==> src/rtl/uart_pkt_parser_pkg.sv <==
// Shared definitions for the UART packet parser: FSM state encoding,
// error codes, default start-of-frame byte and the checksum helper.
package uart_pkt_parser_pkg;

    typedef enum logic [2:0] {
        sIDLE    = 3'd0,
        sCMD     = 3'd1,
        sLEN     = 3'd2,
        sPAYLOAD = 3'd3,
        sCHK     = 3'd4
    } state_t;

    localparam logic [1:0] ERR_NONE = 2'b00;
    localparam logic [1:0] ERR_CHK  = 2'b01;
    localparam logic [1:0] ERR_LEN  = 2'b10;
    localparam logic [1:0] ERR_TMO  = 2'b11;

    localparam logic [7:0] DEFAULT_SOF = 8'hA5;

    // Frame checksum is a plain 8-bit running sum (mod 256).
    function automatic logic [7:0] chkAdd(input logic [7:0] acc, input logic [7:0] data);
        return acc + data;
    endfunction

endpackage

==> src/rtl/uart_pkt_parser_if.sv <==
// Byte-in / packet-out bundle between the UART receiver side and the
// packet consumer. master = environment, slave = parser.
interface uart_pkt_parser_if #(
    parameter int MAX_LEN = 16
) ();
    localparam int AW = $clog2(MAX_LEN);

    logic [7:0]    iRxByte;
    logic          iRxDone;
    logic [AW-1:0] iRdAddr;
    logic [7:0]    oRdData;
    logic          oPktValid;
    logic [7:0]    oCmd;
    logic [7:0]    oLen;
    logic          oErr;
    logic [1:0]    oErrCode;
    logic          oBusy;

    modport master (
        output iRxByte, iRxDone, iRdAddr,
        input  oRdData, oPktValid, oCmd, oLen, oErr, oErrCode, oBusy
    );

    modport slave (
        input  iRxByte, iRxDone, iRdAddr,
        output oRdData, oPktValid, oCmd, oLen, oErr, oErrCode, oBusy
    );
endinterface

==> src/rtl/uart_pkt_buf.sv <==
// Payload buffer: MAX_LEN x 8 storage, synchronous write, asynchronous read.
// Contents are intentionally not reset.
module uart_pkt_buf #(
    parameter int MAX_LEN = 16,
    parameter int AW      = $clog2(MAX_LEN)
) (
    input  logic          iClk,
    input  logic          iWe,
    input  logic [AW-1:0] iWrAddr,
    input  logic [7:0]    iWrData,
    input  logic [AW-1:0] iRdAddr,
    output logic [7:0]    oRdData
);
    logic [7:0] mem_r [MAX_LEN];

    // Store one payload byte per enabled clock.
    always_ff @(posedge iClk) begin
        if (iWe) begin
            mem_r[iWrAddr] <= iWrData;
        end
    end

    assign oRdData = mem_r[iRdAddr];
endmodule

==> src/rtl/uart_pkt_parser.sv <==
// Frame parser downstream of the UART receiver: SOF, CMD, LEN, payload, CHK.
// Verifies the 8-bit additive checksum, stores the payload and reports
// accepted frames or checksum/length/timeout aborts as one-cycle pulses.
module uart_pkt_parser
    import uart_pkt_parser_pkg::*;
#(
    parameter int         MAX_LEN      = 16,
    parameter int         TIMEOUT_CLKS = 125_000,
    parameter logic [7:0] SOF          = DEFAULT_SOF
) (
    input  logic             iClk,
    input  logic             iRst,
    uart_pkt_parser_if.slave bus
);
    localparam int            AW        = $clog2(MAX_LEN);
    localparam int            TW        = $clog2(TIMEOUT_CLKS);
    localparam logic [TW-1:0] TMO_LAST  = TW'(TIMEOUT_CLKS - 1);
    localparam logic [7:0]    MAX_LEN_B = 8'(MAX_LEN);

    state_t        state_r;
    state_t        nextState_s;
    logic [7:0]    cmdWork_r;
    logic [7:0]    lenWork_r;
    logic [7:0]    acc_r;
    logic [7:0]    idx_r;
    logic [TW-1:0] tmoCnt_r;
    logic          tmoHit_s;
    logic          lastPayload_s;
    logic          accept_s;
    logic          abort_s;
    logic [1:0]    abortCode_s;
    logic          bufWe_s;
    logic          pktValid_r;
    logic          err_r;
    logic [1:0]    errCode_r;
    logic [7:0]    cmdOut_r;
    logic [7:0]    lenOut_r;

    // A byte arriving on the terminal count takes priority over the timeout.
    assign tmoHit_s      = (state_r != sIDLE) && !bus.iRxDone && (tmoCnt_r == TMO_LAST);
    assign lastPayload_s = ((idx_r + 8'd1) == lenWork_r);

    // FSM state register.
    always_ff @(posedge iClk) begin
        if (iRst) begin
            state_r <= sIDLE;
        end else begin
            state_r <= nextState_s;
        end
    end

    // FSM next-state logic: advance only on a byte strobe, or abort on timeout.
    always_comb begin
        nextState_s = state_r;
        if (tmoHit_s) begin
            nextState_s = sIDLE;
        end else if (bus.iRxDone) begin
            case (state_r)
                sIDLE:    nextState_s = (bus.iRxByte == SOF) ? sCMD : sIDLE;
                sCMD:     nextState_s = sLEN;
                sLEN: begin
                    if (bus.iRxByte > MAX_LEN_B) begin
                        nextState_s = sIDLE;
                    end else if (bus.iRxByte == 8'd0) begin
                        nextState_s = sCHK;
                    end else begin
                        nextState_s = sPAYLOAD;
                    end
                end
                sPAYLOAD: nextState_s = lastPayload_s ? sCHK : sPAYLOAD;
                sCHK:     nextState_s = sIDLE;
                default:  nextState_s = sIDLE;
            endcase
        end else begin
            nextState_s = state_r;
        end
    end

    // FSM output logic: frame accept/abort events and buffer write enable.
    always_comb begin
        accept_s    = 1'b0;
        abort_s     = 1'b0;
        abortCode_s = ERR_NONE;
        bufWe_s     = 1'b0;
        if (tmoHit_s) begin
            abort_s     = 1'b1;
            abortCode_s = ERR_TMO;
        end else if (bus.iRxDone) begin
            case (state_r)
                sLEN: begin
                    if (bus.iRxByte > MAX_LEN_B) begin
                        abort_s     = 1'b1;
                        abortCode_s = ERR_LEN;
                    end else begin
                        abort_s = 1'b0;
                    end
                end
                sPAYLOAD: bufWe_s = 1'b1;
                sCHK: begin
                    if (bus.iRxByte == acc_r) begin
                        accept_s = 1'b1;
                    end else begin
                        abort_s     = 1'b1;
                        abortCode_s = ERR_CHK;
                    end
                end
                default: accept_s = 1'b0;
            endcase
        end else begin
            accept_s = 1'b0;
        end
    end

    // Working CMD/LEN, checksum accumulator and payload index.
    always_ff @(posedge iClk) begin
        if (iRst) begin
            cmdWork_r <= 8'd0;
            lenWork_r <= 8'd0;
            acc_r     <= 8'd0;
            idx_r     <= 8'd0;
        end else if (bus.iRxDone) begin
            case (state_r)
                sCMD: begin
                    cmdWork_r <= bus.iRxByte;
                    acc_r     <= bus.iRxByte;
                end
                sLEN: begin
                    lenWork_r <= bus.iRxByte;
                    acc_r     <= chkAdd(acc_r, bus.iRxByte);
                    idx_r     <= 8'd0;
                end
                sPAYLOAD: begin
                    acc_r <= chkAdd(acc_r, bus.iRxByte);
                    idx_r <= idx_r + 8'd1;
                end
                default: begin
                    acc_r <= acc_r;
                end
            endcase
        end
    end

    // Inter-byte idle counter: runs inside a frame, cleared by every byte.
    always_ff @(posedge iClk) begin
        if (iRst) begin
            tmoCnt_r <= '0;
        end else if ((state_r == sIDLE) || bus.iRxDone || tmoHit_s) begin
            tmoCnt_r <= '0;
        end else begin
            tmoCnt_r <= tmoCnt_r + 1'b1;
        end
    end

    // Registered result outputs; CMD/LEN/code are held between events.
    always_ff @(posedge iClk) begin
        if (iRst) begin
            pktValid_r <= 1'b0;
            err_r      <= 1'b0;
            errCode_r  <= ERR_NONE;
            cmdOut_r   <= 8'd0;
            lenOut_r   <= 8'd0;
        end else begin
            pktValid_r <= accept_s;
            err_r      <= abort_s;
            if (abort_s) begin
                errCode_r <= abortCode_s;
            end
            if (accept_s) begin
                cmdOut_r <= cmdWork_r;
                lenOut_r <= lenWork_r;
            end
        end
    end

    uart_pkt_buf #(
        .MAX_LEN (MAX_LEN),
        .AW      (AW)
    ) uBuf (
        .iClk    (iClk),
        .iWe     (bufWe_s),
        .iWrAddr (idx_r[AW-1:0]),
        .iWrData (bus.iRxByte),
        .iRdAddr (bus.iRdAddr),
        .oRdData (bus.oRdData)
    );

    assign bus.oPktValid = pktValid_r;
    assign bus.oErr      = err_r;
    assign bus.oErrCode  = errCode_r;
    assign bus.oCmd      = cmdOut_r;
    assign bus.oLen      = lenOut_r;
    assign bus.oBusy     = (state_r != sIDLE);
endmodule

==> src/flat_wrapper.sv <==
// flat-port wrapper written by rule: the top's interface ports become plain ports
module uart_pkt_parser_flat import uart_pkt_parser_pkg::*;
#(
    parameter int         MAX_LEN      = 16,
    parameter int         TIMEOUT_CLKS = 125_000,
    parameter logic [7:0] SOF          = DEFAULT_SOF
)
  (iClk, iRst, bus_iRxByte, bus_iRxDone, bus_iRdAddr, bus_oRdData, bus_oPktValid, bus_oCmd, bus_oLen, bus_oErr, bus_oErrCode, bus_oBusy);
  uart_pkt_parser_if #(.MAX_LEN(MAX_LEN)) bus_i ();
  input  logic iClk;
  input  logic iRst;
  input wire logic [$bits(bus_i.iRxByte)-1:0] bus_iRxByte;
  input wire logic [$bits(bus_i.iRxDone)-1:0] bus_iRxDone;
  input wire logic [$bits(bus_i.iRdAddr)-1:0] bus_iRdAddr;
  output wire logic [$bits(bus_i.oRdData)-1:0] bus_oRdData;
  output wire logic [$bits(bus_i.oPktValid)-1:0] bus_oPktValid;
  output wire logic [$bits(bus_i.oCmd)-1:0] bus_oCmd;
  output wire logic [$bits(bus_i.oLen)-1:0] bus_oLen;
  output wire logic [$bits(bus_i.oErr)-1:0] bus_oErr;
  output wire logic [$bits(bus_i.oErrCode)-1:0] bus_oErrCode;
  output wire logic [$bits(bus_i.oBusy)-1:0] bus_oBusy;
  assign bus_i.iRxByte = bus_iRxByte;
  assign bus_i.iRxDone = bus_iRxDone;
  assign bus_i.iRdAddr = bus_iRdAddr;
  assign bus_oRdData = bus_i.oRdData;
  assign bus_oPktValid = bus_i.oPktValid;
  assign bus_oCmd = bus_i.oCmd;
  assign bus_oLen = bus_i.oLen;
  assign bus_oErr = bus_i.oErr;
  assign bus_oErrCode = bus_i.oErrCode;
  assign bus_oBusy = bus_i.oBusy;
  uart_pkt_parser #(.MAX_LEN(MAX_LEN), .TIMEOUT_CLKS(TIMEOUT_CLKS), .SOF(SOF)) u_core (.iClk(iClk), .iRst(iRst), .bus(bus_i));
endmodule
==> config.mk <==
export PLATFORM = sky130hd
export DESIGN_NAME = uart_pkt_parser_flat
export DESIGN_NICKNAME = d
export VERILOG_FILES = /design/src/rtl/uart_pkt_parser_pkg.sv /design/src/rtl/uart_pkt_parser_if.sv /design/src/rtl/uart_pkt_buf.sv /design/src/rtl/uart_pkt_parser.sv /design/src/flat_wrapper.sv
export SDC_FILE = /design/constraint.sdc
export NUM_CORES = 1
export LEC_CHECK = 0
export ABC_AREA = 1
export BUFFER_PORTS_ARGS = -buffer_cell sky130_fd_sc_hd__clkbuf_2
export CAP_MARGIN = 10
export CORE_UTILIZATION = 50
export DETAILED_ROUTE_END_ITERATION = 12
export GPL_ROUTABILITY_DRIVEN = 1
export PLACE_DENSITY = 0.67
export SYNTH_ARGS = -nofsm -noshare
export SYNTH_HDL_FRONTEND = slang
export SYNTH_SLANG_ARGS = --single-unit
==> constraint.sdc <==
create_clock -name iClk -period 4.1 [get_ports iClk]
set_input_delay 0.41 -clock iClk [delete_from_list [all_inputs] [get_ports iClk]]
set_output_delay 0.41 -clock iClk [all_outputs]
set_load 0.05 [all_outputs]
==> metrics.md <==
| Metric | Value |
|---|---|
| Worst-path cell chain | `buf_4 -> buf_4 -> mux2i_1 -> o211ai_1 -> o211ai_1 -> nand2_1 -> clkbuf_2` |
| CP max-delay cell | `buf_4` |
| GRT overflow | `0` |
| Min-delay worst type | `input pin to flip-flop` |
| Cells on worst reg2reg path | `9` |
| Share of layout cells above drive strength 1 | `between 10% and 20%` |
| Top cell type's share of synthesized area | `43.70%` |
| Slew @ Worst Pin | `between 1 and 1.5 ns` |
| DR vias/cell | `roughly 5.5` |
| Worst min-delay path startpoint | `bus_iRxDone` |
| CP required | `between 3 and 4 ns` |
| Die width | `approximately 130 µm` |
| Mapped Area | `8795 µm²` |
| Yosys top cell by area | `edfxtp_1` |
| Design Area, Final | `9859 µm²` |
| Initial core utilization | `between 50% and 60%` |
| Post-CTS Setup Inserts | `0` |
| Worst setup EP type | `primary output` |
| R2r endpoint | `u_core.uBuf.mem_r[4][3]` |
| Worst-Skew Late Latency | `between 0.4 and 0.5 ns` |
| Post-Syn Instances | `between 800 and 900` |
| Max-cap violation count | `0` |
| Cell depth of the worst setup path | `7` |
| PwrDens | `about 420 nW/µm²` |
| Nets | `roughly 900` |
| Core ar. | `around 17,000 µm²` |
| Register area share after synthesis | `between 60% and 70%` |
| CP top delay family | `buffers and inverters` |
| Max Slew Vio Count | `0` |
| Initial antenna violation count | `0` |
| Final ANT Viol Nets | `0` |
| Io pins | `44` |
| Max_slew headroom | `about 31%` |
| Leak | `between 3 and 4 nW` |
| Max VDD drop | `around 300 µV` |
| Largest cells by area after synthesis | `edfxtp_1 (44%), dfxtp_1 (16%), a21oi_1 (5.3%)` |
| Htree depth | `4` |
| Fmax | `a little under 0.4 GHz` |
| Area grow syn2layout | `12.11%` |
| CP startpoint kind | `input pin` |
| Filler cells | `1,504` |
| Crit path time final | `2.600 ns` |
| Reg clk slew, reported paths | `0.07 ns` |
| Clk root buf | `clkbuf_16` |
| Worst r2r src | `u_core.state_r[1]` |
| Distinct cells, synth | `40` |
| Gr usage total | `22.57%` |
| Worst reg2reg setup slack | `between 1.5 and 2 ns` |
| Cell depth of the worst hold path | `3` |
| Vias in the first global route | `between 5,000 and 6,000` |
| Critical Path Fanout Max | `55` |
| Port bufs | `43` |
| Initial drt markers | `493` |
| RSZ-0062 raised after global routing | `no` |
| Vias | `between 6,000 and 7,000` |
| PostCTS Resize Cnt | `0` |
| Hold Fails Final Rpt | `0` |
| Routed WL | `just under 20 mm` |
| Die area | `18,120 µm²` |
| Total CTS buffers | `17` |
| Hold-fix buffers, CTS | `0` |
| Period utilization | `63.42%` |
| CP Buf/Inv Count | `3` |
| Critical path's largest stage delay | `roughly 0.5 ns` |
| Skew final | `~0.009 ns` |
| Place WS | `1.290 ns` |
| WL/cell | `approximately 17 µm` |
| Post-DP HPWL | `12.84 mm` |
| Final setup TNS | `0 ns` |
| Clk sinks | `200` |
| Die height | `134.6 µm` |
| Outcome | `completed` |
| Clock tree buffer depth | `2` |
| First-pass GRT wire length | `slightly above 30 mm` |
| Ys Warns | `0` |
| Area of the multi-input gates | `approximately 3000 µm²` |
| Reg area | `around 5300 µm²` |
| Data arrival, critical path | `around 2.2 ns` |
| Commonest non-fill, non-tap cell in the layout | `edfxtp_1` |
| Avg Inst Size Synth | `approximately 10 µm²` |
| Cell Area, Placed | `between 9000 and 10,000 µm²` |
| Placer Congestion | `0.8388` |
| # diodes | `0` |
| Row count | `between 40 and 50` |
| Post-Syn Nets | `885` |
| Remaining DRCs | `0` |
| Largest net degree at the start of global routing | `56` |
| Yosys reg bits | `200` |
| Most frequent cells in the layout | `edfxtp_1 (128), nand2_1 (109), a21oi_1 (94), inv_1 (93), o21ai_0 (73)` |
| Crit path kind | `input pin to primary output` |
| Final setup viols | `0` |
| First drt pass iteration count | `5` |
| Hold worst-path end | `u_core.state_r[2]` |
| Final setup margin | `between 1 and 1.5 ns` |
| CTS tree | `built` |
-- area by class of cell --
type | instances | area share (%)
Clock buffer | 17 | 4.315
Inverter | 103 | 3.921
Tap cell | 225 | 2.855
Sequential cell | 200 | 53.60
Multi-Input combinational cell | 518 | 30.06
Timing Repair Buffer | 56 | 3.198
Clock inverter | 15 | 2.043
-- Yosys cell counts --
master,count
o21bai_1,1
buf_1,2
nand3_2,2
nor2_1,47
inv_2,10
xor2_1,8
nand4_2,2
buf_2,10
nor3_4,2
nand3_1,45
o221a_2,1
nor4_1,4
a21oi_1,94
edfxtp_1,128
fa_1,1
dfxtp_1,72
xnor2_1,4
a31oi_1,8
or2_1,1
nor3_1,10
clkbuf_1,22
o211ai_1,32
nand4_1,5
nand2_2,3
nand3b_1,3
nor2_4,7
nor2_2,3
buf_6,1
nand2_1,109
xnor3_1,1
buf_4,1
mux2i_1,32
nand2_4,1
o21a_1,1
ha_1,12
o21ai_0,73
inv_1,93
nor3b_1,2
nor3b_2,1
o21ai_1,3
-- metrics by stage --
stage                     total power [mW]  hold slack, ns  util, %  cells
after CTS                            4.148          0.2784    57.20   1134
after floorplan                      2.310          0.4175        -    857
after global routing                 4.243          0.3104    57.20   1134
after detailed placement             2.385          0.4446    53.56   1102
final                                4.131          0.2829    57.20   1134
after global placement               2.383          0.4299    53.56   1102
-- metal layers --
metal  track usage, %  part of all wire [%]  vias up
li1                 -                     -     3054
met1            31.54                    46     2960
met2            36.48                    48      166
met3            3.604                   4.8       20
met4            6.367                   1.1        0
met5                0                     0        -
-- registers in the layout, indices dropped and copies added, names as in the netlist, 3 cells and up --
signal and cells:
u_core.bus.oLen 8, u_core.cmdWork_r 8, u_core.acc_r 8, u_core.uBuf.mem_r 128
u_core.state_r 3, u_core.idx_r 8, u_core.lenWork_r 8, u_core.tmoCnt_r 17
u_core.bus.oCmd 8
-- report_power, final --
group / internal, mW / switching (mW)
sequential: 2.14 / 0.000167
clock: 0.991 / 0.803
combinational: 0.0512 / 0.151
total: 3.18 / 0.954
-- cell families (layout without fill, tap and decap cells) --
family	count (synthesis)	count (layout)	synth area share, %
xor+xnor	13	13	1.451
compound gates	213	213	13.27
flops	200	200	60.09
simple gates	247	247	13.40
buf+inv	139	191	6.203
mux	32	32	3.642
fa+ha+maj	13	13	1.935
-- worst max-delay path by stage --
stage | from | endpoint | slack [ns]
after floorplan | bus_iRdAddr[0] | bus_oRdData[0] | 2.03
after global placement | bus_iRxByte[3] | u_core.bus.oLen[7] | 1.35
after detailed placement | bus_iRxByte[3] | u_core.bus.oLen[2] | 1.29
after CTS | bus_iRdAddr[0] | bus_oRdData[4] | 1.49
after global routing | u_core.state_r[1] | u_core.uBuf.mem_r[5][6] | 1.32
final | bus_iRdAddr[0] | bus_oRdData[4] | 1.50
-- worst min-delay path: stages --
cell	delay [ns]
clkbuf_2	0.13
nand2_1	0.08
a21oi_1	0.05
(Power assumes the default switching activity.)
